### src/rtl/alu_issue_ctrl_pkg.sv
// Shared encodings for the ALU issue controller: FSM states, unit codes and defaults.
package alu_issue_ctrl_pkg;

    localparam logic [2:0] S_IDLE  = 3'd0;
    localparam logic [2:0] S_ISSUE = 3'd1;
    localparam logic [2:0] S_WAIT  = 3'd2;
    localparam logic [2:0] S_EVAL  = 3'd3;
    localparam logic [2:0] S_DONE  = 3'd4;

    typedef enum logic [2:0] {
        IDLE  = S_IDLE,
        ISSUE = S_ISSUE,
        WAIT  = S_WAIT,
        EVAL  = S_EVAL,
        DONE  = S_DONE
    } state_e;

    typedef enum logic [1:0] {
        UNIT_ARITH = 2'b00,
        UNIT_LOGIC = 2'b01,
        UNIT_SHIFT = 2'b10,
        UNIT_NONE  = 2'b11
    } unit_e;

    localparam int DEF_TIMEOUT_CYCLES = 1024;

    function automatic unit_e sel_unit(input logic [4:0] sel);
        return unit_e'(sel[4:3]);
    endfunction

endpackage

### src/rtl/alu_lat_counter.sv
// Saturating latency counter with clear, enable and a terminal-count compare.
module alu_lat_counter #(
    parameter int CNT_W = 16
) (
    input  logic             clk,
    input  logic             rst_b,
    input  logic             clr,
    input  logic             en,
    input  logic [CNT_W-1:0] term,
    output logic [CNT_W-1:0] cnt,
    output logic             tc
);

    // A clear that coincides with an enable counts that cycle too.
    always_ff @(posedge clk or posedge rst_b) begin
        if (rst_b) begin
            cnt <= '0;
        end else if (clr) begin
            cnt <= {{(CNT_W-1){1'b0}}, en};
        end else if (en && (cnt != {CNT_W{1'b1}})) begin
            cnt <= cnt + 1'b1;
        end
    end

    assign tc = (cnt >= term);

endmodule

### src/rtl/alu_issue_ctrl.sv
// Sequencer in front of the 64-bit ALU: registers a request, drives the ALU,
// waits for or settles the result and returns it with error and latency info.
//
// Handshakes: a transfer happens on a rising clk edge where valid and ready are
// both 1; valid, once raised, holds with stable payload until that edge.
module alu_issue_ctrl
    import alu_issue_ctrl_pkg::*;
#(
    parameter int DATA_W         = 64,
    parameter int TIMEOUT_CYCLES = DEF_TIMEOUT_CYCLES,
    parameter int CNT_W          = 16
) (
    input  logic              clk,
    input  logic              rst_b,
    input  logic              req_valid,
    output logic              req_ready,
    input  logic [DATA_W-1:0] req_a,
    input  logic [DATA_W-1:0] req_b,
    input  logic [4:0]        req_sel,
    output logic              rsp_valid,
    input  logic              rsp_ready,
    output logic [DATA_W-1:0] rsp_data,
    output logic              rsp_err,
    output logic [CNT_W-1:0]  rsp_cycles,
    output logic              alu_bgn,
    output logic [DATA_W-1:0] alu_in_0,
    output logic [DATA_W-1:0] alu_in_1,
    output logic [4:0]        alu_sel,
    input  logic              alu_stop,
    input  logic [DATA_W-1:0] alu_out,
    output logic [2:0]        dbg_state
);

    // cnt already holds 2 on WAIT entry (accept + ISSUE), so TIMEOUT_CYCLES
    // full WAIT cycles have elapsed once cnt reaches TIMEOUT_CYCLES + 1.
    localparam logic [CNT_W-1:0] TIMEOUT_TERM = CNT_W'(TIMEOUT_CYCLES + 1);

    state_e           state;
    logic             accept;
    logic             cnt_en;
    logic             timeout;
    logic [CNT_W-1:0] cnt;

    assign accept = (state == IDLE) && req_valid;
    assign cnt_en = accept || (state == ISSUE) || (state == WAIT) || (state == EVAL);

    alu_lat_counter #(
        .CNT_W (CNT_W)
    ) u_lat_counter (
        .clk   (clk),
        .rst_b (rst_b),
        .clr   (accept),
        .en    (cnt_en),
        .term  (TIMEOUT_TERM),
        .cnt   (cnt),
        .tc    (timeout)
    );

    always_ff @(posedge clk or posedge rst_b) begin
        if (rst_b) begin
            state    <= IDLE;
            alu_in_0 <= '0;
            alu_in_1 <= '0;
            alu_sel  <= '0;
            rsp_data <= '0;
            rsp_err  <= 1'b0;
        end else begin
            case (state)
                IDLE: begin
                    if (req_valid) begin
                        alu_in_0 <= req_a;
                        alu_in_1 <= req_b;
                        alu_sel  <= req_sel;
                        case (sel_unit(req_sel))
                            UNIT_ARITH: state <= ISSUE;
                            UNIT_LOGIC,
                            UNIT_SHIFT: state <= EVAL;
                            default: begin
                                rsp_data <= '0;
                                rsp_err  <= 1'b1;
                                state    <= DONE;
                            end
                        endcase
                    end
                end
                // alu_stop may still be high from the previous op; not sampled here.
                ISSUE: state <= WAIT;
                WAIT: begin
                    if (alu_stop) begin
                        rsp_data <= alu_out;
                        rsp_err  <= 1'b0;
                        state    <= DONE;
                    end else if (timeout) begin
                        rsp_data <= '0;
                        rsp_err  <= 1'b1;
                        state    <= DONE;
                    end
                end
                EVAL: begin
                    rsp_data <= alu_out;
                    rsp_err  <= 1'b0;
                    state    <= DONE;
                end
                DONE: begin
                    if (rsp_ready) begin
                        state <= IDLE;
                    end
                end
                default: state <= IDLE;
            endcase
        end
    end

    assign req_ready  = (state == IDLE);
    assign alu_bgn    = (state == ISSUE);
    assign rsp_valid  = (state == DONE);
    assign rsp_cycles = cnt;
    assign dbg_state  = state;

endmodule

### config.mk
export PLATFORM = sky130hd
export DESIGN_NAME = alu_issue_ctrl
export DESIGN_NICKNAME = d
export VERILOG_FILES = /design/src/rtl/alu_issue_ctrl_pkg.sv /design/src/rtl/alu_lat_counter.sv /design/src/rtl/alu_issue_ctrl.sv
export SDC_FILE = /design/constraint.sdc
export NUM_CORES = 1
export LEC_CHECK = 0
export CAP_MARGIN = 20
export CORE_AREA = 2 2 162 164
export CTS_CLUSTER_SIZE = 16
export DETAILED_ROUTE_END_ITERATION = 12
export DIE_AREA = 0 0 164 166
export PLACE_DENSITY = 0.68
export SYNTH_ARGS = -nofsm -noshare
export SYNTH_HDL_FRONTEND = slang
export SYNTH_SLANG_ARGS = --single-unit
### constraint.sdc
create_clock -name clk -period 10.1 [get_ports clk]
set_clock_uncertainty 0.05 [all_clocks]
set_input_delay 2.02 -clock clk [delete_from_list [all_inputs] [get_ports clk]]
set_output_delay 2.02 -clock clk [all_outputs]
set_load 0.005 [all_outputs]
Word level (Yosys, flattened, before mapping) --
Cells that the tools add are included.
Word-level totals: flip-flop bits (word level) 217, input port bits 202
Cells by class: add/subtract/negate cells 1, $lt $le $gt $ge 1, equal/unequal tests 11, mux-type cells 18, reductions and logical operators 14
Operators with widths (count):
- two-way mux 64 bit | 4
- case mux 64 bit (3 select lines) | 1
- two-way mux 16 bit | 2
- adder 16 x 1 -> 16 bit, second input constant | 1
- >= comparator 16 x 11 -> 1 bit, second input constant | 1
- inequality test 16 bit, second input constant | 1
- case mux 3 bit (5 select lines) | 1
- two-way mux 3 bit | 4
- equality test 3 x 2 -> 1 bit, second input constant | 2
- case mux 3 bit (2 select lines) | 1
- two-way mux 1 bit | 4
- inequality test 2 bit, second input constant | 2
- AND reduction 4 bit | 1
- equality test 3 x 1 -> 1 bit, second input constant | 1
- equality test 3 bit, second input constant | 1
- logical NOT 3 bit | 1
- logical OR 1 bit | 3
- inequality test 3 bit, second input constant | 1
- case mux 1 bit (3 select lines) | 1
- AND reduction 3 bit | 1
- nonzero test 3 bit | 1
- OR reduction 3 bit | 1
- equality test 2 x 1 -> 1 bit, second input constant | 1
- equality test 2 bit, second input constant | 1
- 6 further kinds | 7

Longest topological paths before layout --
word-level depth 8, mapped depth 8, depth with buffers taken out 6

By module --
A second synthesis with hierarchy kept.
Second synthesis, totals: cells, all modules 604, area total of the unflattened synthesis 8788.4 sq um
Modules (own cells, without submodules):
- alu_issue_ctrl | times used 1, cells each 451, area each 7455.9 sq um, seq. area each 5029.8 sq um
- alu_lat_counter | times used 1, cells each 153, area each 1332.5 sq um, seq. area each 400.4 sq um

Worst setup path before layout --
No wires, ideal clock.
path kind input to register, start in req_valid, end reg u_lat_counter.cnt[10], setup time 120 ps, arrival 3311 ps, required time 9930 ps, path slack 6619 ps, stages 5, buffers on the path 1, cell sequence nor3_2 -> or4_1 -> buf_2 -> or4b_1 -> and3_1
Between the ends: word-level cells in the longest chain between the ends 6
RTL lines:
- start: declaration | line alu_issue_ctrl.sv:15 | input logic req_valid,
- logical AND 1 bit (*) | line alu_issue_ctrl.sv:44 | assign accept = (state == IDLE) && req_valid;
- logical OR 1 bit (3 in series) | line alu_issue_ctrl.sv:45 | assign cnt_en = accept || (state == ISSUE) || (state == WAIT) || (state == EVAL);
- logical AND 1 bit | line alu_lat_counter.sv:20 | end else if (en && (cnt != {CNT_W{1'b1}})) begin
- nonzero test 2 bit (no line)
- end signal: assignment | line alu_lat_counter.sv:19 | cnt <= {{(CNT_W-1){1'b0}}, en};
- end signal: assignment | line alu_lat_counter.sv:21 | cnt <= cnt + 1'b1;
- end: declaration | line alu_lat_counter.sv:10 | output logic [CNT_W-1:0] cnt,
Every way passes the cells marked *; elsewhere a longest branch is shown, timed or not. A chain may end at the register's enable or synchronous reset.

Final worst setup path --
start reg state[2] (netlist: dbg_state[2]), end out req_ready
Between the ends: word-level cells in the longest chain between the ends 1
RTL lines:
- start: declaration | line alu_issue_ctrl.sv:38 | state_e state;
- start signal: assignment | line alu_issue_ctrl.sv:61 | state <= IDLE;
- start signal: assignment | line alu_issue_ctrl.sv:75 | UNIT_ARITH: state <= ISSUE;
- start signal: assignment | line alu_issue_ctrl.sv:77 | UNIT_SHIFT: state <= EVAL;
- logical NOT 3 bit | line alu_issue_ctrl.sv:114 | assign req_ready = (state == IDLE);
- end: declaration | line alu_issue_ctrl.sv:16 | output logic req_ready,
Every way passes these cells.

==> impl_metrics.json <==
{
  "rows": 59,
  "reg2reg_from": "dbg_state[2]",
  "die_w_um": 164,
  "cts_inserted_buffers": 25,
  "cts_tree": "yes",
  "start_util_pct": 32.8,
  "num_io_pins": 422,
  "tns_ps": 0,
  "min_to": "alu_in_0[51]",
  "dieArea_um2": 27200,
  "cts_setup_buffers": 0,
  "grt-ovfl-total": 0,
  "syn2layout_area_growth_pct": 63.6,
  "portBuffers": 421,
  "synth_area_um2": 8400,
  "p_leak_nw": 6.43,
  "critical_path_class": "reg2out",
  "cp-end-kind": "output pin",
  "regArea_um2": 5430,
  "wl_per_cell_um": 16.8,
  "ys.warnings.count": 0,
  "hold_viol": 0,
  "slowest_stage": "dfrtp_1",
  "postSynthRegisterBits": 217,
  "clk_latency_ps": 520,
  "power_density_nw_per_um2": 286,
  "yosys.area.top_type_share_pct": 64.6,
  "ys_seq_area_share_pct": 64.6,
  "path_cells": "nor3_1, clkdlybuf4s50_1",
  "htree_num_levels": 1,
  "place_congestion": 0.808,
  "crit_arrival_ps": 2180,
  "synth_nets": 1055,
  "drive_gt1_share_pct": 4.33,
  "status": "finished, final reports clean",
  "grt_pass1_vias": 7506,
  "nNetsFinal": 1460,
  "finalCritPeriodShare_pct": 42.0,
  "cts.hold.buffers_added": 0,
  "grt_max_degree": 99,
  "cp.required_ps": 8030,
  "grt_pass1_wl_mm": 41.6,
  "core_um2": 25600,
  "route.detailed.drc": 0,
  "async_reset_ff_share_pct": 100,
  "antenna_found_initial": 0,
  "reg2reg_setup_slack_ps": 7150,
  "rsz0062_at_grt": "no",
  "max_stage_delay_ps": 600,
  "fillers": 2263,
  "route.vias.total": 7475,
  "finalSetupViolations": 0,
  "slew_viol_final": 0,
  "hold_path.class": "reg2reg",
  "worstMarginPinSlew_ps": 1030,
  "first_pass_iters": 4,
  "drtIter0Drc": 445,
  "synthDistinctLibCells": 38,
  "syn_area_per_cell_um2": 9.90,
  "path_clk_slew_ps": 60,
  "period_needed_ps": 4250,
  "diodes": 0,
  "critPathMaxFanout": 18,
  "reg2reg_to": "alu_in_0[10]",
  "synth-edff-count": 0,
  "routed_wl_mm": 26.9,
  "synth_top_flop_cell": "dfrtp_1",
  "die_h_um": 166,
  "holdCritStartpoint": "alu_in_0[51]",
  "slew_headroom_pct": 31.2,
  "clock-sinks": 217,
  "grt.total_usage_pct": 19.1,
  "cp-start-kind": "flip-flop",
  "clock_path_buffers": 3,
  "total_power_mw": 3.93,
  "drv_cap": 0,
  "r2r_cells": 5,
  "postSynthCellCount": 849,
  "ys_top_cells_by_area": "dfrtp_1 65%, nand2_1 18%, a22o_1 6.7%, clkbuf_1 1.6%, a21oi_1 0.66%",
  "synth_top_area_cell": "dfrtp_1",
  "multi_input_area_um2": 2770,
  "root_buffer": "clkbuf_16",
  "antenna_left": 0,
  "cts-resized-gates": 0,
  "post-dp-hpwl_mm": 18.7,
  "whs_path_depth": 2,
  "via_per_inst": 4.65,
  "final_core_util_pct": 53.7,
  "ir_drop_mv": 0.164,
  "clock.fmax_mhz": 236
}
## registers in the layout, indices dropped and copies added, names as in the netlist
name / count
u_lat_counter.cnt: 16
rsp_data: 64
alu_in_1: 64
alu_sel: 5
alu_in_0: 64
dbg_state: 3
rsp_err: 1
## worst max-delay path: cells and delay by family (launching register included)
family                 cells  cell delay (ps)
and+or+nand+nor            1              460
DFF                        1              600
buffers and inverters      1              600
## cells by family (layout without fill, tap and decap cells)
kind of cell	Yosys count	in the layout	synth area share [%]
buffers and inverters	59	481	2.74
DFF	217	217	64.6
adders and majority gates	4	4	0.596
and+or+nand+nor	470	470	22.7
muxes	1	1	0.119
AOI/OAI and AO/OA	98	98	9.22
## synth_stat cells, types with 3 or more instances
library cell  count
ha_1              4
or3_1             5
or4b_1            3
nor3_1            7
nor2_1           10
nor4_1            4
o21ai_0           6
clkbuf_1         36
o21ai_1           3
a21oi_1          11
or4_1             5
nor4b_1           3
a31oi_1           4
inv_1             9
nand2_1         409
buf_2             7
nand4_1           6
dfrtp_1         217
nand3_1           7
a22o_1           64
and3_1            3
buf_1             7
## cell usage in the layout, fill, tap and decap left out, drive strengths merged, types with 5 or more instances in the layout
master         netlist  final
clkbuf              36     36
clkdlybuf4s50        0    421
nor3                 8      8
inv                  9     10
dfrtp              217    217
clkinv               0      6
nand2              409    409
nand3                7      7
or4                  5      5
a21oi               11     11
a22o                64     64
nor2                10     10
buf                 14      7
or3                  5      5
o21ai                9      9
nand4                6      6
## worst max-delay path by stage
stage | to | from | slack (ps)
after global placement | u_lat_counter.cnt[12] | req_valid | 5530
after CTS | req_ready | dbg_state[2] | 5810
final | req_ready | dbg_state[2] | 5850
after detailed placement | u_lat_counter.cnt[12] | req_valid | 5430
after floorplan | alu_in_0[0] | rst_b | 2090
after global routing | req_ready | dbg_state[2] | 5790
## through the flow
step	worst slack [ps]	instance area, µm²	instances	hold slack (ps)
after floorplan	2090	8400	849	420
final	5850	13700	1606	418
after global routing	5790	13700	1606	434
after CTS	5810	13700	1606	426
after detailed placement	5430	12900	1562	411
after global placement	5530	12900	1562	406
## where the power goes
group	switching (mW)	internal, mW	leakage, nW	total, mW
clock	0.361	0.538	0.412	0.899
sequential	0.215	1.23	2.76	1.45
combinational	0.679	0.904	3.26	1.58
## metal layers
metal | part of all wire, % | vias to the layer above | GRT usage [%]
met5 | 0 | - | 0
met4 | 2.6 | 0 | 5.57
met3 | 8.8 | 46 | 5.17
li1 | - | 3599 | -
met2 | 48 | 309 | 32.2
met1 | 41 | 3521 | 24.0
## cell type report
cell class                 instances  area share, %
clock inverter                     8          0.555
clock buffer                      36           5.43
timing repair buffer             428           31.0
multi-input combinational        573           20.1
tap                              335           3.05
inverter                           9          0.300
sequential                       217           39.5
Power figures use the tool's default switching activity.
